<file path="src/rtl/serdes_frame_tx.sv">
// Two-lane serial frame transmitter: START pulse, 8 data bits MSB first, DONE.
// Define SERDES_TX_PARITY_EN to append an even-parity bit per lane.
module serdes_frame_tx (
    input  logic       clk,
    input  logic       rst,
    input  logic       in_valid,
    input  logic [7:0] a_data,
    input  logic [7:0] b_data,
    output logic       in_ready,
    output logic       start_o,
    output logic       a_bit,
    output logic       b_bit,
    output logic       busy,
    output logic       done,
    output logic [7:0] frame_cnt
);

`ifdef SERDES_TX_PARITY_EN
    typedef enum logic [2:0] {IDLE, START, SHIFT, PAR, DONE} state_t;
`else
    typedef enum logic [2:0] {IDLE, START, SHIFT, DONE} state_t;
`endif

    state_t     r_state;
    state_t     w_next;
    logic       r_hold_full;
    logic [7:0] r_hold_a;
    logic [7:0] r_hold_b;
    logic [7:0] r_sh_a;
    logic [7:0] r_sh_b;
    logic [2:0] r_bit_cnt;
    logic [7:0] r_frame_cnt;
    logic       w_accept;
    logic       w_load;

    assign w_accept = in_valid && !r_hold_full;
    assign w_load   = r_hold_full && (r_state == IDLE || r_state == DONE);

    always_comb begin
        w_next = r_state;
        unique case (r_state)
            IDLE:  if (r_hold_full) w_next = START;
            START: w_next = SHIFT;
`ifdef SERDES_TX_PARITY_EN
            SHIFT: if (r_bit_cnt == 3'd7) w_next = PAR;
            PAR:   w_next = DONE;
`else
            SHIFT: if (r_bit_cnt == 3'd7) w_next = DONE;
`endif
            DONE:  w_next = r_hold_full ? START : IDLE;
            default: w_next = IDLE;
        endcase
    end

    always_ff @(posedge clk) begin
        if (rst) begin
            r_state <= IDLE;
        end else begin
            r_state <= w_next;
        end
    end

    // Accept and transfer are mutually exclusive: one needs empty, one full
    always_ff @(posedge clk) begin
        if (rst) begin
            r_hold_full <= 1'b0;
            r_hold_a    <= 8'd0;
            r_hold_b    <= 8'd0;
        end else if (w_accept) begin
            r_hold_full <= 1'b1;
            r_hold_a    <= a_data;
            r_hold_b    <= b_data;
        end else if (w_load) begin
            r_hold_full <= 1'b0;
        end
    end

    always_ff @(posedge clk) begin
        if (rst) begin
            r_sh_a    <= 8'd0;
            r_sh_b    <= 8'd0;
            r_bit_cnt <= 3'd0;
        end else if (w_load) begin
            r_sh_a    <= r_hold_a;
            r_sh_b    <= r_hold_b;
            r_bit_cnt <= 3'd0;
        end else if (r_state == SHIFT) begin
            r_sh_a    <= {r_sh_a[6:0], 1'b0};
            r_sh_b    <= {r_sh_b[6:0], 1'b0};
            r_bit_cnt <= r_bit_cnt + 3'd1;
        end
    end

`ifdef SERDES_TX_PARITY_EN
    logic r_par_a;
    logic r_par_b;

    // Parity is latched at load since the shifters are drained by PAR time
    always_ff @(posedge clk) begin
        if (rst) begin
            r_par_a <= 1'b0;
            r_par_b <= 1'b0;
        end else if (w_load) begin
            r_par_a <= ^r_hold_a;
            r_par_b <= ^r_hold_b;
        end
    end
`endif

    always_ff @(posedge clk) begin
        if (rst) begin
            r_frame_cnt <= 8'd0;
        end else if (r_state == DONE) begin
            r_frame_cnt <= r_frame_cnt + 8'd1;
        end
    end

    always_comb begin
        a_bit = 1'b0;
        b_bit = 1'b0;
        if (r_state == SHIFT) begin
            a_bit = r_sh_a[7];
            b_bit = r_sh_b[7];
        end
`ifdef SERDES_TX_PARITY_EN
        if (r_state == PAR) begin
            a_bit = r_par_a;
            b_bit = r_par_b;
        end
`endif
    end

    assign in_ready  = !r_hold_full;
    assign start_o   = (r_state == START);
    assign done      = (r_state == DONE);
    assign busy      = (r_state != IDLE) || r_hold_full;
    assign frame_cnt = r_frame_cnt;

endmodule
</file>
<file path="config.mk">
export PLATFORM = sky130hd
export DESIGN_NAME = serdes_frame_tx
export DESIGN_NICKNAME = d
export VERILOG_FILES = /design/src/rtl/serdes_frame_tx.sv
export SDC_FILE = /design/constraint.sdc
export NUM_CORES = 1
export LEC_CHECK = 0
export BUFFER_PORTS_ARGS = -buffer_cell sky130_fd_sc_hd__buf_4
export CORE_AREA = 5 5 67 75
export DETAILED_ROUTE_END_ITERATION = 7
export DIE_AREA = 0 0 72 80
export PLACE_DENSITY = 0.71
export SLEW_MARGIN = 20
export SYNTH_ARGS = -nofsm -noshare
export SYNTH_HDL_FRONTEND = slang
export SYNTH_SLANG_ARGS = --single-unit
export TNS_END_PERCENT = 50
</file>
<file path="constraint.sdc">
create_clock -name clk -period 1.45 [get_ports clk]
set_input_delay 0.145 -clock clk [delete_from_list [all_inputs] [get_ports clk]]
set_output_delay 0.145 -clock clk [all_outputs]
set_load 0.02 [all_outputs]
</file>
Yosys cells after proc, flatten, opt, wreduce, memory -nomap -nowiden:

Index checks and enable logic that the tools add are counted.

* add/sub/neg operators: 2
* eq/ne operators: 6
* multiplexer cells: 12
* reductions and logical operators: 11

Operator list (number)
* $mux W8: 4
* $pmux W3 S4: 1
* $add A8 B1 Y8 const B: 1
* $eq A3 B2 Y1 const B: 2
* $mux W3: 2
* $mux W1: 5
* $ne A2 B2 Y1 const B: 2
* $reduce_bool A2 Y1: 2
* $add A3 B1 Y3 const B: 1
* $eq A3 B1 Y1 const B: 1
* $eq A3 B3 Y1 const B: 1
* $logic_not A3 Y1: 1
* $reduce_bool A3 Y1: 1
* $logic_and A1 B1 Y1: 2
* $logic_or A1 B1 Y1: 2
* $reduce_and A2 Y1: 1
* $reduce_or A2 Y1: 1
* $logic_not A1 Y1: 1

* register bits: 47
* input bits: 19
* output and inout bits: 14
* logic and storage cells: 39

Logic depth before layout (Yosys ltp):

* depth after elaboration: 5
* gate-level depth with buffers: 6
* depth with buffers taken out: 5

Least setup slack after synthesis:

No wires, ideal clock.

* path type: register to register
* start point: register r_state[0]
* end point: register r_sh_a[1]
* library setup time: 0.086 ns
* arrival time: 1.308 ns
* data required time: 1.364 ns
* slack: 0.056 ns
* stages on the path, launching flop included: 6
* path buffers: 1
* clock period less this slack: 1.394 ns
* path through: dfxtp_1 inv_1 ha_1 nand2b_1 clkbuf_1 a211oi_1

* longest elaborated chain between the ends: 4
* elaborated cells between the ends (all ways): 7
* classes of those cells: eq/ne (2); mux (1); reduce/logical (4)

RTL lines
* from (decl): RTL line 24 `state_t r_state;`
* from (signal assigned): RTL line 59 `r_state <= w_next;`
* $eq A3 B2 Y1 / $logic_not A3 Y1 (equally long branches): RTL line 37 `assign w_load = r_hold_full && (r_state == IDLE || r_state == DONE);`
* $logic_or A1 B1 Y1: RTL line 37
* $logic_and A1 B1 Y1: RTL line 37
* $mux W8 / $reduce_bool A2 Y1 (equally long branches)
* to (signal assigned): RTL line 84 `r_sh_a <= r_hold_a;`
* to (signal assigned): RTL line 88 `r_sh_a <= {r_sh_a[6:0], 1'b0};`
* to (decl): RTL line 29 `logic [7:0] r_sh_a;`

Several ways; a longest one is shown, not always the timed one.
A chain may end at the register's enable or synchronous reset.

Final worst setup path:

* start point: register r_state[1]
* end point: output port a_bit

* longest elaborated chain between the ends: 2

RTL lines
* $eq A3 B2 Y1: RTL line 121 `if (r_state == SHIFT) begin`
* $mux W1: RTL line 121
* to (decl): RTL line 11 `output logic a_bit,`

No other way between the ends.

==> reports/metrics.json <==
{
  "cells_and_area": {
    "seq_area_sq_um": 923,
    "utilization_pct": 61.6,
    "fillCellCount": 371,
    "post_route_cells_drive_above_1_share_pct": 27.2,
    "area_delta_synth_final_pct": 31.9,
    "multi_input_comb_area_sq_mm": 0.00101,
    "final_net_count": 283,
    "finish.instance_area_sq_mm": 0.00258,
    "antenna_cells": 0
  },
  "min_path": {
    "min_delay_path_depth": 3,
    "min_to": "r_hold_a[2]",
    "worst_hold_path_type": "in -> reg",
    "worstHoldStart": "a_data[2]"
  },
  "power": {
    "p_leak_nw": 1.04,
    "power.clock.fraction_pct": 30.0,
    "power.internal_mw": 2.77,
    "pwr-share-seq_pct": 39.9,
    "vdd_ir_drop_max_mv": 0.875,
    "power_density_mw_per_mm2": 1500,
    "p_sw_mw": 1.11,
    "p_sw_share_pct": 28.5,
    "report.power.total_mw": 3.88,
    "share_comb_of_total_power_pct": 30.2
  },
  "worst_setup_path": {
    "timing.critical_path.to_type": "output pin",
    "crit_path_max_fanout": 4,
    "worst_r2r_endpoint": "r_sh_a[3]",
    "critPathArrivalTime_ns": 1.28,
    "cp.buffers_inverters": 3,
    "required_time_worst_endpoint_ns": 1.31,
    "timing.critical_path.slowest_cell_delay_ns": 0.33,
    "worstSetupPathType": "reg -> out",
    "critPathTopFamily": "buffers and inverters",
    "cpMostUsedCell": "sky130_fd_sc_hd__buf_6",
    "r2r_slack_ns": 0.06,
    "critical_path.cell_chain": "buf_6 -> ha_4 -> buf_12 -> and2_4 -> buf_6",
    "startpoint_of_the_worst_slack_reg_to_reg_timing_path": "r_state[0]",
    "worst_reg_to_reg_cells": 6,
    "worstSetupStartpointType": "flip-flop",
    "critical-path-slowest-cell": "sky130_fd_sc_hd__dfxtp_2"
  },
  "logic_synthesis": {
    "syn-cell-area_sq_mm": 0.00196,
    "syn-num-nets": 245,
    "leading_post_synthesis_cells_by_instance_count": "46 x sky130_fd_sc_hd__dfxtp_1, 37 x sky130_fd_sc_hd__nand2_1, 24 x sky130_fd_sc_hd__a21oi_1",
    "post_synth_inst_count": 218,
    "synth_largest_type_area_fraction_pct": 47.1,
    "ys_async_sr_fraction_pct": 0,
    "ys_top_cells_by_area": "sky130_fd_sc_hd__dfxtp_1 47%, sky130_fd_sc_hd__mux2i_1 8.7%, sky130_fd_sc_hd__nand2_1 7.1%",
    "synth_top_flop_cell": "sky130_fd_sc_hd__dfxtp_1",
    "ys.warnings.count": 0,
    "synth_top_cell_by_area": "sky130_fd_sc_hd__dfxtp_1",
    "post-synth-top-count-cell": "sky130_fd_sc_hd__dfxtp_1",
    "mean_instance_size_in_the_synthesized_netlist_sq_um": 8.97,
    "post_synth_num_cell_types": 26,
    "synth.ff_latch_count": 46,
    "number_of_synthesized_flops_with_an_enable_pin": 0,
    "synth_sequential_area_ratio_pct": 47.1
  },
  "cts": {
    "cts_root_buffer": "sky130_fd_sc_hd__clkbuf_8",
    "cts_hold_buf": 0,
    "clk_transition_reported_paths_ns": 0.09,
    "h-tree-depth": 2,
    "ctsLongestPathBuffers": 2,
    "cts_tree": "yes",
    "clock_sinks": 46,
    "worst_skew_pair.late_latency_ns": 0.30,
    "number_of_buffers_created_by_cts": 5
  },
  "placement": {
    "placed_area_sq_mm": 0.00228,
    "finalWeightedCongestion": 0.749,
    "place_ws_ns": 0.0236,
    "detailed_place_hpwl_um": 2550,
    "numPortBuffers": 32
  },
  "floorplanning": {
    "die_w_um": 72,
    "die_height_um": 80,
    "die-area_sq_mm": 0.00576,
    "row_count": 25,
    "core_area_sq_mm": 0.00419,
    "initial_utilization_pct": 46.7,
    "pin_count": 33
  },
  "route": {
    "wl_per_cell_um": 13.5,
    "drt_first_pass_iters": 4,
    "iteration_0_drc_markers": 107,
    "drt-vias-per-instance": 5.23,
    "ant_nets": 0,
    "drt_wl_total_um": 4190,
    "remaining_drc_errors": 0,
    "routed-via-count": 1626
  },
  "grt": {
    "grt_max_degree": 47,
    "busiest_layer": "met2",
    "grt_overflow": 0,
    "vias_in_the_first_global_route": 1517,
    "grt_antenna_before_repair": 0,
    "globalRouteMet1Util_pct": 18.6,
    "grt.total_usage_pct": 15.2,
    "grt_util_met3_pct": 3.27,
    "met2_track_demand_over_resource_pct": 25.8,
    "grt_first_pass_wirelength_um": 6920
  },
  "sta": {
    "postLayoutSetupSlackWorst_ns": 0.0241,
    "slew_headroom_pct": 67.0,
    "finalClockSkew_ns": 0.00642,
    "fin_crit_sh_pct": 98.3,
    "timing_worst_slew_pin_value_ns": 0.495,
    "fin_crit_ns": 1.43,
    "hold_viol": 0,
    "setup_violations": 0,
    "fmaxAchievable_mhz": 701,
    "slew_limit_fails": 0,
    "setup_repair_after_global_routing_missed_its_margin": "true"
  },
  "run": {
    "count_of_max_cap_constraint_violations": 0
  },
  "run_status": {
    "status": "finished clean"
  }
}
-- final cells by class --
| cell class | instances | share of cell area [%] |
|---|---|---|
| Clock buffer | 6 | 3.20 |
| Tap cell | 54 | 2.62 |
| Timing Repair Buffer | 47 | 16.6 |
| Clock inverter | 2 | 2.33 |
| Inverter | 3 | 0.436 |
| Sequential cell | 46 | 35.8 |
| Multi-Input combinational cell | 153 | 39.0 |
-- placed cells by master (no fill, tap or decap), types with 3 or more instances in the layout --
| cell type | instances |
|---|---|
| sky130_fd_sc_hd__mux2i_1 | 16 |
| sky130_fd_sc_hd__or3_1 | 3 |
| sky130_fd_sc_hd__nand3_1 | 3 |
| sky130_fd_sc_hd__nor3_1 | 3 |
| sky130_fd_sc_hd__buf_4 | 40 |
| sky130_fd_sc_hd__nand2b_1 | 3 |
| sky130_fd_sc_hd__nand2_1 | 37 |
| sky130_fd_sc_hd__buf_6 | 3 |
| sky130_fd_sc_hd__nor2_1 | 20 |
| sky130_fd_sc_hd__ha_1 | 5 |
| sky130_fd_sc_hd__xor2_1 | 3 |
| sky130_fd_sc_hd__a211oi_1 | 12 |
| sky130_fd_sc_hd__dfxtp_1 | 44 |
| sky130_fd_sc_hd__clkbuf_8 | 6 |
| sky130_fd_sc_hd__a21oi_1 | 24 |
| sky130_fd_sc_hd__o21ai_0 | 3 |
| sky130_fd_sc_hd__a211oi_2 | 3 |
-- per-stage QoR --
| stage | setup TNS, ns | instances | hold slack (ns) |
|---|---|---|---|
| 2_1_floorplan | 0 | 218 | 0.281 |
| 3_3_place_gp | 0 | 298 | 0.396 |
| 3_5_place_dp | 0 | 298 | 0.403 |
| 4_1_cts | 0 | 311 | 0.0816 |
| 5_1_grt | -0.0352 | 311 | 0.0853 |
| 6_report | 0 | 311 | 0.0873 |
-- layer usage --
metal / routed length [um] / share of wire [%]
met1: 1800 / 43
met2: 2160 / 52
met3: 157 / 3.7
met4: 67 / 1.6
met5: 0 / 0
-- state kept, by name, summed over array words and instances, names as in the netlist --
signal       flops
r_bit_cnt        3
r_sh_b           8
r_sh_a           8
r_hold_b         8
r_state          2
frame_cnt        8
r_hold_a         8
r_hold_full      1
-- cells by family after synthesis --
family | after synthesis | share of synthesized area (%)
multiplexers | 17 | 8.70
buffers and inverters | 19 | 4.93
flip-flops | 46 | 47.1
AND/OR/NAND/NOR | 79 | 18.5
AO/OA/AOI/OAI | 44 | 13.4
XOR/XNOR | 5 | 2.24
adder cells (fa/ha/maj) | 8 | 5.12
-- worst reg2reg max path, delay by kind of cell, from the launching register on --
family,cells,cell delay (ns)
buf+inv,2,0.22
simple gates,2,0.22
fa+ha+maj,1,0.28
compound gates,1,0.23
flops,1,0.36
-- power by group through the flow --
stage	clock [mW]	sequential (mW)	combinational, mW
final	1.16	1.55	1.17
after global routing	1.23	1.56	1.29
after CTS	1.18	1.53	1.14
after detailed placement	0	1.55	0.901
after global placement	0	1.54	0.887
after floorplan	0	1.54	0.640
-- worst max path at each step --
stage	from	endpoint	slack, ns	depth (start not counted)
6_report	r_state[1]	a_bit	0.02	5
5_1_grt	r_state[1]	a_bit	-0.02	5
4_1_cts	r_state[1]	a_bit	0.01	5
3_5_place_dp	r_state[0]	r_sh_a[3]	0.02	6
3_3_place_gp	r_state[1]	frame_cnt[7]	0.06	5
2_1_floorplan	r_state[0]	r_sh_a[1]	0.06	5
-- timing repair --
item | CTS | global route
gates cloned | 2 | 0
resized for setup | 11 | 11
setup buffers | 3 | 0
setup endpoints to repair | 6 | 20
pin swaps | 0 | 1
No activity file was read; power rests on OpenSTA's default activity.
